**src/rtl/lcd_pkg.sv**
```systemverilog
// lcd_pkg: shared definitions for the HD44780-style LCD controller.
//   lcd_state_t    - controller FSM states (PWRUP/INIT exist only with LCD_INIT_EN)
//   LCD_CMD_*      - HD44780 command bytes used by the controller
//   LCD_INIT_LEN   - number of bytes in the power-on init ROM
//   LCD_TMR_W      - width of the shared timing down-counter
//   cyc_load()     - converts a cycle count N into the counter load value N-1
//   is_clear_cmd() - true for the slow clear/home commands
//   init_rom()     - power-on command sequence (LCD_INIT_EN builds only)
// Configuration macro: LCD_INIT_EN.
package lcd_pkg;

    localparam int LCD_TMR_W    = 20;
    localparam int LCD_INIT_LEN = 4;

    localparam logic [7:0] LCD_CMD_CLEAR  = 8'h01;
    localparam logic [7:0] LCD_CMD_HOME   = 8'h02;
    localparam logic [7:0] LCD_CMD_FUNC8  = 8'h38;
    localparam logic [7:0] LCD_CMD_DISPON = 8'h0C;
    localparam logic [7:0] LCD_CMD_ENTRY  = 8'h06;

    typedef enum logic [2:0] {
        IDLE,
        SETUP,
        PULSE,
        HOLD,
        WAIT
`ifdef LCD_INIT_EN
        ,
        PWRUP,
        INIT
`endif
    } lcd_state_t;

    // A state lasting N cycles loads N-1 and leaves when the counter is 0.
    function automatic logic [LCD_TMR_W-1:0] cyc_load(input int n);
        return LCD_TMR_W'(n - 1);
    endfunction

    // 0x03 is decoded as "home" by the HD44780 (bit 0 is don't-care), so it
    // needs the long execution time as well.
    function automatic logic is_clear_cmd(input logic rs, input logic [7:0] data);
        return !rs && (data == LCD_CMD_CLEAR || data == LCD_CMD_HOME || data == 8'h03);
    endfunction

`ifdef LCD_INIT_EN
    function automatic logic [7:0] init_rom(input logic [1:0] idx);
        logic [7:0] b;
        case (idx)
            2'd0:    b = LCD_CMD_FUNC8;
            2'd1:    b = LCD_CMD_DISPON;
            2'd2:    b = LCD_CMD_ENTRY;
            default: b = LCD_CMD_CLEAR;
        endcase
        return b;
    endfunction
`endif

endpackage

```
**src/rtl/lcd_timer.sv**
```systemverilog
// lcd_timer: load/decrement down-counter shared by every timed FSM state.
//   i_clk      - clock
//   i_reset    - synchronous active-high reset (count -> 0)
//   i_load     - load i_load_val this edge (has priority over decrement)
//   i_load_val - value to load (cycle count minus one)
//   o_done     - count is zero; the counter holds at zero and never wraps
// Configuration macro: none (LCD_INIT_EN does not affect this file).
module lcd_timer #(
    parameter int W = 20
) (
    input  logic         i_clk,
    input  logic         i_reset,
    input  logic         i_load,
    input  logic [W-1:0] i_load_val,
    output logic         o_done
);

    logic [W-1:0] count;

    always_ff @(posedge i_clk) begin
        if (i_reset) begin
            count <= '0;
        end else if (i_load) begin
            count <= i_load_val;
        end else if (count != '0) begin
            count <= count - 1'b1;
        end
    end

    assign o_done = (count == '0);

endmodule

```
**src/rtl/lcd_ctrl.sv**
```systemverilog
// lcd_ctrl: HD44780-style character LCD write controller.
// Takes one byte per write from the LSU LCD register and sequences the LCD
// bus: RS/DB setup, EN pulse, hold, then the controller execution wait.
//
// Handshake: a write transfers on a rising edge where i_valid && o_ready.
// o_ready is high only in IDLE and is decoded straight from the state
// register. i_valid while o_ready is low is dropped, never queued; software
// polls o_busy (= ~o_ready) before writing.
//
// Ports:
//   i_clk, i_reset          - clock, synchronous active-high reset
//   i_valid, i_rs, i_data   - write strobe, register select, byte
//   i_on                    - display power enable
//   o_ready, o_busy         - write can be accepted / its inverse
//   o_lcd_data, o_lcd_rs    - LCD DB[7:0] and RS, latched at acceptance
//   o_lcd_rw                - LCD RW, tied low (write-only bus)
//   o_lcd_en                - LCD E, registered
//   o_lcd_on                - i_on delayed by one cycle
//   o_dbg_state             - current FSM state, for observation
// Configuration macro: LCD_INIT_EN adds a power-up delay and a ROM-driven
// init sequence (0x38, 0x0C, 0x06, 0x01) before the first software write.
module lcd_ctrl
    import lcd_pkg::*;
#(
    parameter int SETUP_CYC   = 2,
    parameter int PULSE_CYC   = 12,
    parameter int HOLD_CYC    = 2,
    parameter int EXEC_CYC    = 2000,
    parameter int CLEAR_CYC   = 80000,
    parameter int POWERUP_CYC = 800000
) (
    input  logic       i_clk,
    input  logic       i_reset,
    input  logic       i_valid,
    input  logic       i_rs,
    input  logic [7:0] i_data,
    input  logic       i_on,
    output logic       o_ready,
    output logic       o_busy,
    output logic [7:0] o_lcd_data,
    output logic       o_lcd_rs,
    output logic       o_lcd_rw,
    output logic       o_lcd_en,
    output logic       o_lcd_on,
    output lcd_state_t o_dbg_state
);

    localparam int MAX_CYC = 1 << LCD_TMR_W;

    if (SETUP_CYC < 1 || PULSE_CYC < 1 || HOLD_CYC < 1 || EXEC_CYC < 1 ||
        CLEAR_CYC < 1 || POWERUP_CYC < 1 || CLEAR_CYC > MAX_CYC ||
        EXEC_CYC > MAX_CYC || POWERUP_CYC > MAX_CYC) begin : g_bad_params
        $error("lcd_ctrl: timing parameters must lie in 1..2**20");
    end

    lcd_state_t           state;
    lcd_state_t           state_next;
    logic                 tmr_load;
    logic [LCD_TMR_W-1:0] tmr_val;
    logic                 tmr_done;
    logic                 accept;

`ifdef LCD_INIT_EN
    logic [2:0] init_idx;     // number of ROM bytes already issued
    logic       pwrup_armed;  // power-up delay has been loaded into the timer
`endif

    assign accept = (state == IDLE) && i_valid;

    lcd_timer #(
        .W(LCD_TMR_W)
    ) u_timer (
        .i_clk     (i_clk),
        .i_reset   (i_reset),
        .i_load    (tmr_load),
        .i_load_val(tmr_val),
        .o_done    (tmr_done)
    );

    always_comb begin
        state_next = state;
        tmr_load   = 1'b0;
        tmr_val    = '0;
        case (state)
            IDLE: begin
                if (i_valid) begin
                    state_next = SETUP;
                    tmr_load   = 1'b1;
                    tmr_val    = cyc_load(SETUP_CYC);
                end
            end
            SETUP: begin
                if (tmr_done) begin
                    state_next = PULSE;
                    tmr_load   = 1'b1;
                    tmr_val    = cyc_load(PULSE_CYC);
                end
            end
            PULSE: begin
                if (tmr_done) begin
                    state_next = HOLD;
                    tmr_load   = 1'b1;
                    tmr_val    = cyc_load(HOLD_CYC);
                end
            end
            HOLD: begin
                if (tmr_done) begin
                    state_next = WAIT;
                    tmr_load   = 1'b1;
                    // Decided from the latched byte, which is stable by now.
                    tmr_val    = is_clear_cmd(o_lcd_rs, o_lcd_data) ?
                                 cyc_load(CLEAR_CYC) : cyc_load(EXEC_CYC);
                end
            end
            WAIT: begin
                if (tmr_done) begin
`ifdef LCD_INIT_EN
                    state_next = (init_idx == 3'(LCD_INIT_LEN)) ? IDLE : INIT;
`else
                    state_next = IDLE;
`endif
                end
            end
`ifdef LCD_INIT_EN
            PWRUP: begin
                // The counter comes out of reset at zero, so the first
                // PWRUP cycle loads the delay and later cycles watch it.
                if (!pwrup_armed) begin
                    tmr_load = 1'b1;
                    tmr_val  = cyc_load(POWERUP_CYC);
                end else if (tmr_done) begin
                    state_next = INIT;
                end
            end
            INIT: begin
                state_next = SETUP;
                tmr_load   = 1'b1;
                tmr_val    = cyc_load(SETUP_CYC);
            end
`endif
            default: state_next = IDLE;
        endcase
    end

    always_ff @(posedge i_clk) begin
        if (i_reset) begin
`ifdef LCD_INIT_EN
            state       <= PWRUP;
            init_idx    <= '0;
            pwrup_armed <= 1'b0;
`else
            state       <= IDLE;
`endif
            o_lcd_en    <= 1'b0;
            o_lcd_rs    <= 1'b0;
            o_lcd_data  <= 8'h00;
            o_lcd_on    <= 1'b0;
        end else begin
            state    <= state_next;
            // EN is a flop driven from the next state, so it is aligned with
            // PULSE and cannot glitch.
            o_lcd_en <= (state_next == PULSE);
            o_lcd_on <= i_on;
            if (accept) begin
                o_lcd_rs   <= i_rs;
                o_lcd_data <= i_data;
            end
`ifdef LCD_INIT_EN
            else if (state == INIT) begin
                o_lcd_rs   <= 1'b0;
                o_lcd_data <= init_rom(init_idx[1:0]);
                init_idx   <= init_idx + 3'd1;
            end
            if (state == PWRUP) begin
                pwrup_armed <= 1'b1;
            end
`endif
        end
    end

    assign o_ready     = (state == IDLE);
    assign o_busy      = ~o_ready;
    assign o_lcd_rw    = 1'b0;
    assign o_dbg_state = state;

endmodule

```
**config.mk**
```make
export PLATFORM = sky130hd
export DESIGN_NAME = lcd_ctrl
export DESIGN_NICKNAME = d
export VERILOG_FILES = /design/src/rtl/lcd_pkg.sv /design/src/rtl/lcd_timer.sv /design/src/rtl/lcd_ctrl.sv
export SDC_FILE = /design/constraint.sdc
export NUM_CORES = 1
export LEC_CHECK = 0
export ABC_AREA = 1
export CORE_ASPECT_RATIO = 1.5
export CORE_MARGIN = 4
export CORE_UTILIZATION = 25
export CTS_CLUSTER_DIAMETER = 40
export DETAILED_ROUTE_END_ITERATION = 12
export PLACE_DENSITY_LB_ADDON = 0.3
export SYNTH_ARGS = -nofsm -noshare
export SYNTH_HDL_FRONTEND = slang
export SYNTH_SLANG_ARGS = --single-unit
```
**constraint.sdc**
```tcl
create_clock -name i_clk -period 3.65 [get_ports i_clk]
set_input_delay 0.73 -clock i_clk [delete_from_list [all_inputs] [get_ports i_clk]]
set_output_delay 0.73 -clock i_clk [all_outputs]
set_load 0.005 [all_outputs]
```
# Word-level counts from Yosys, hierarchy flattened
# Cells that the tools add are included.
# totals
regBits,34
input_bits,13
output_inout_bits,17
elab_cells,43
# classes
n_addsub,1
eq_ne,8
n_mux,17
bitwise,1
reduce_logical,10
# op_table
cell,count
17-bit one-hot mux with 4 select lines,1
20-bit 2-to-1 mux,2
17-bit 2-to-1 mux,2
20-bit zero test,1
20-bit nonzero test,1
20-bit by 1-bit subtractor with 20-bit output (second input constant),1
8-bit by 2-bit == test with 1-bit output (second input constant),2
3-bit 2-to-1 mux,5
3-bit one-hot mux with 5 select lines,1
3-bit by 2-bit == test with 1-bit output (second input constant),3
8-bit by 1-bit == test with 1-bit output (second input constant),1
1-bit 2-to-1 mux,4
4-bit 2-to-1 mux,1
3-bit by 1-bit == test with 1-bit output (second input constant),1
3-bit == test (second input constant),1
3-bit zero test,1
3-bit OR reduction,1
1-bit logical AND,2
1-bit logical OR,2
1-bit one-hot mux with 2 select lines,1
2-bit nonzero test,1
1-bit zero test,1
1-bit inverter,1

# Logic depth before layout (Yosys ltp)
# depth
depth_word,8
depth_mapped,12
mapped_depth_nobuf,12

# Cells and area by module
# From an unflattened synthesis, not the netlist that was laid out.
# hier_totals
hier_cells,299
area_unflattened_um2,2025.7
# by_module_without_submodules
module,instances,cells_each,area_per_inst_um2,seq_area_each_um2
lcd_timer,1,194,1353.8,400.4
lcd_ctrl,1,105,671.9,280.3

# Worst setup path before layout
# No wires, ideal clock.
# synth_timing
path_type,register to register
start,register u_timer.count[0]
end,register o_lcd_en
arrival_ps,1365
setup_slack_ps,2158
path_stages_with_launch,12
n_path_buf,0
synth_period_minus_slack_ps,1492
path_cell_list,dfxtp_1 -> inv_1 -> ha_1 -> inv_1 -> nor2_1 -> inv_1 -> nor2_1 -> nand3_2 -> o21ai_1 -> nor2_1 -> nand2_1 -> nor2_1
# synth_between
elab_chain_cells,4
elab_cells_between_ends,7
cone_classes,eq/ne (1); mux (5); reduce/logical (1)
# synth_lines
item,line,rtl
from (decl),lcd_timer.sv:18,logic [W-1:0] count;
from (signal assigned),lcd_timer.sv:24,count <= i_load_val;
from (signal assigned),lcd_timer.sv:26,count <= count - 1'b1;
20-bit zero test *,lcd_timer.sv:30,assign o_done = (count == '0);
3-bit 2-to-1 mux (on tied branches),--,
3-bit one-hot mux with 5 select lines *,lcd_ctrl.sv:84,case (state)
3-bit by 2-bit == test with 1-bit output *,lcd_ctrl.sv:162,o_lcd_en <= (state_next == PULSE);
to (signal assigned),lcd_ctrl.sv:162,
to (decl),lcd_ctrl.sv:43,"output logic o_lcd_en,"
# Every way passes the cells marked *; elsewhere a longest branch is shown, timed or not.
# A chain may end at the register's enable or synchronous reset.

# Final worst setup path
# layout_timing
start,register state[1] (netlist: o_dbg_state[1])
end,output port o_ready
# layout_between
elab_chain_cells,1
# layout_lines
item,line,rtl
from (decl),lcd_ctrl.sv:56,lcd_state_t state;
from (signal assigned),lcd_ctrl.sv:159,state <= state_next;
3-bit zero test,lcd_ctrl.sv:181,assign o_ready = (state == IDLE);
to (decl),lcd_ctrl.sv:38,"output logic o_ready,"
# No other way between the ends.

==> results <==
- The final count of pins violating max slew came to 0.
- In this run the standard cell core region covers between 8000 and 9000 µm².
- At the end of routability-driven placement, the weighted congestion stood at 0.827.
- Setup violations remaining at the end of the flow were counted as 0.
- The number of rows in the core area is 40.
- In this run the count of I/O pins placed on the die edge is 30.
- The fraction of registers with async set/reset is 0%.
- The TritonCTS clock tree is yes.
- In the final routed layout, each cell accounts on average for around 12 µm.
- The worst path buffer plus inverter count is 2.
- The dominant cell by count in the synthesized netlist is sky130_fd_sc_hd__nand2_1.
- The instance count of the mapped netlist is 328.
- The first TritonRoute pass finished after 4 iterations.
- The count of state elements after synthesis is 34.
- Dividing the detail-routed via count by the number of cells gives 4.53.
- The clock-pin slew of the registers on the worst-case setup and hold paths is around 0.060 ns.
- The number of endpoints with negative hold slack in the final report was 0.
- The slew at the pin closest to its max-slew limit is 0.549 ns.
- After the first detailed-routing iteration, the DRC count stood at 64.
- The worst reg2reg path depth is 9.
- After layout, the minimum clock period comes to 2.32 ns.
- The path class of the tightest hold or removal check is flop to flop.
- The critical path's largest stage delay is 0.54 ns.
- Across all hold checks on the routed design, the worst slack comes to 0.472 ns.
- By area the synthesized netlist is led by sky130_fd_sc_hd__dfxtp_1 32%, sky130_fd_sc_hd__nand2_1 16%, sky130_fd_sc_hd__nor2_1 9.7%.
- The slowest stage of the critical path is the sky130_fd_sc_hd__clkdlybuf4s50_1 cell.
- The worst reg-to-reg setup slack is 1.85 ns.
- For the worst setup path, the data required time is just under 3 ns.
- By count the netlist is led by 91 x sky130_fd_sc_hd__nand2_1, 54 x sky130_fd_sc_hd__nor2_1, 34 x sky130_fd_sc_hd__dfxtp_1, 34 x sky130_fd_sc_hd__inv_1, 32 x sky130_fd_sc_hd__nand3_1.
- The remaining antenna violation count is 0.
- The initial antenna violation count was 0.
- The cell depth of the worst hold path is 2.
- The area fraction of the dominant cell type after synthesis is around a third.
- The run finished with clean final reports.
- The critical path capture point type is an output port.
- The worst pin sits at a relative slew slack of 63.3%.
- The most used flip-flop cell after synthesis is sky130_fd_sc_hd__dfxtp_1.
- Yosys mapped a number of flops with a built-in enable equal to 0.
- The floorplan die height is 120 µm.
- The placed wire-length estimate after detailed placement is 4390 µm.
- The critical path class is flop to output port.
- The buffer count from post-CTS setup fixing is 0.
- Clock skew on the completed layout was measured at 0.00690 ns.
- For this run, the number of Yosys warnings is 0.
- The distinct cell type count of the synthesized netlist is 30.
- The sequential share of the synthesized area is 32.5%.
- The TritonCTS buffer count is 5.
- The maximum frequency from static timing analysis is between 400 and 500 MHz.
- The count of clock tree sinks is 34.
- The post-cts hold buffer count is 0.
- The post-synthesis net count is 343.
- Compared with the post-synthesis result, the final layout area differs by 25.5%.
- The overall global routing resource usage is approximately 12%.
- The clock latency on the worst-skew pair is roughly 0.29 ns.
- The sum of negative setup slack is 0 ns.
- The signal on the critical path passes through inv_1 > nand2_1 > nor2_4 > clkdlybuf4s50_1.
- Counting along the longest clock path gives a buffer depth of 2.
- The highest fanout seen on the critical path is 7.
- Summed over all instances, the cell type with the most area after synthesis is sky130_fd_sc_hd__dfxtp_1.
- The cell area that synthesis handed to floorplanning was 2100 µm².
- The layout net count is 370.
- The total overflow reported by the global router is 0.
- The total of buffers placed on input and output ports is 28.
- The number of H-tree branching levels is 2.
- In the routed design, unresolved DRC markers number 0.
- The final critical path takes up a little under two thirds of the cycle.
- Wires add up to 5540 µm.
- The floorplan step defined a die boundary enclosing roughly 10000 µm².
- 0 antenna diodes ended up in the layout.
- The die is a little over 80 µm wide.
- The sort of element at the start of the critical path is a flop.
- The first global-routing pass estimated approximately 9400 µm of wire.
- The data arrival time of the critical path is 1.59 ns.
- The number of global-route vias before repair is 2070.
- The master cell of the clock root buffer is sky130_fd_sc_hd__clkbuf_16.
- Setup repair after global routing left no endpoint under its margin.
- The effective utilization at floorplan is about 26%.
- The category of cells accounting for the largest share of critical-path delay is buffers and inverters.
- Entering global routing, the biggest net connects 33 pins.
- The total number of vias is roughly 2100.
- The number of logic stages on the critical path including buffering is 4.
- The tool flagged a number of max-cap violations equal to 0.
- The share of layout cells above drive strength 1 is 9.55%.
- The average instance in the mapped netlist occupies ~6.4 µm².
- The number of cells upsized or downsized after cts is 0.
==> cell type report <==
class                   count  area [µm²]
inverters                  36         135
clock inverters             3        45.0
flip-flops and latches     34         681
fillers                   922        5480
repair buffers             29         288
multi-input cells         249        1220
clock buffers               5         125
well taps                 105         131
==> sequential cells by signal (all words and copies together), names as in the netlist <==
register / count
o_lcd_en: 1
o_dbg_state: 3
o_lcd_data: 8
o_lcd_rs: 1
o_lcd_on: 1
u_timer.count: 20
==> worst register-to-register path: stages (launching register included) <==
cell and delay, ns:
sky130_fd_sc_hd__dfxtp_1 0.32, sky130_fd_sc_hd__inv_1 0.17, sky130_fd_sc_hd__ha_1 0.21, sky130_fd_sc_hd__nand2_2 0.07, sky130_fd_sc_hd__nor2_4 0.16, sky130_fd_sc_hd__nand4_4 0.27
sky130_fd_sc_hd__nand2_1 0.19, sky130_fd_sc_hd__inv_1 0.08, sky130_fd_sc_hd__nand2_1 0.14, sky130_fd_sc_hd__nor2_1 0.07
==> stage by stage <==
step | setup slack [ns] | instances | area, µm² | util [%]
detailed placement | 1.28 | 453 | 2460 | 30.3
global placement | 1.30 | 453 | 2460 | 30.3
CTS | 1.31 | 461 | 2630 | 32.4
finish | 1.33 | 461 | 2630 | 32.4
global route | 1.22 | 461 | 2630 | 32.4
floorplan | 2.16 | 328 | 2100 | -
==> path summary, 6_finish.rpt <==
path	from	endpoint
worst max register to register	u_timer.count[0]$_SDFFE_PP0P_	u_timer.count[15]$_SDFFE_PP0P_
worst min-delay path	o_lcd_data[4]$_SDFFE_PP0P_	o_lcd_data[4]$_SDFFE_PP0P_
worst max-delay path	o_dbg_state[1]$_SDFF_PP0_	o_ready
worst min register to register	o_lcd_data[4]$_SDFFE_PP0P_	o_lcd_data[4]$_SDFFE_PP0P_
==> metal layers <==
layer,vias to the layer above,wire [µm],track usage [%]
met1,941,2160,12.5
met3,12,194,2.25
met5,-,0,0
met4,0,155,5.93
li1,1083,-,-
met2,51,3030,22.5
==> cells by family after synthesis <==
kind of cell	share of synthesized area (%)
buffers and inverters	9.07
XOR/XNOR	2.93
adder cells (fa/ha/maj)	1.19
AO/OA/AOI/OAI	6.99
AND/OR/NAND/NOR	47.2
other	0.179
flip-flops	32.5
==> cell usage in the layout (no fill, tap or decap), types with 2 or more instances in the layout <==
cell and n:
sky130_fd_sc_hd__a21oi_1 14, sky130_fd_sc_hd__inv_2 2, sky130_fd_sc_hd__o21ai_0 11, sky130_fd_sc_hd__nand2_2 5, sky130_fd_sc_hd__ha_1 2, sky130_fd_sc_hd__nand3_1 32
sky130_fd_sc_hd__nor2_4 5, sky130_fd_sc_hd__xor2_1 4, sky130_fd_sc_hd__clkinvlp_4 2, sky130_fd_sc_hd__inv_1 34, sky130_fd_sc_hd__nor2_2 6, sky130_fd_sc_hd__nand3b_1 4
sky130_fd_sc_hd__xnor2_1 3, sky130_fd_sc_hd__nor3_1 3, sky130_fd_sc_hd__nand2_1 91, sky130_fd_sc_hd__clkbuf_16 5, sky130_fd_sc_hd__nand3_2 3, sky130_fd_sc_hd__nand4_1 4
sky130_fd_sc_hd__clkdlybuf4s50_1 28, sky130_fd_sc_hd__nor2_1 54, sky130_fd_sc_hd__dfxtp_1 34
Power is left out: the tool's default activity adds up to more than one toggle a clock period on the data nets, which glitch-free logic cannot reach.
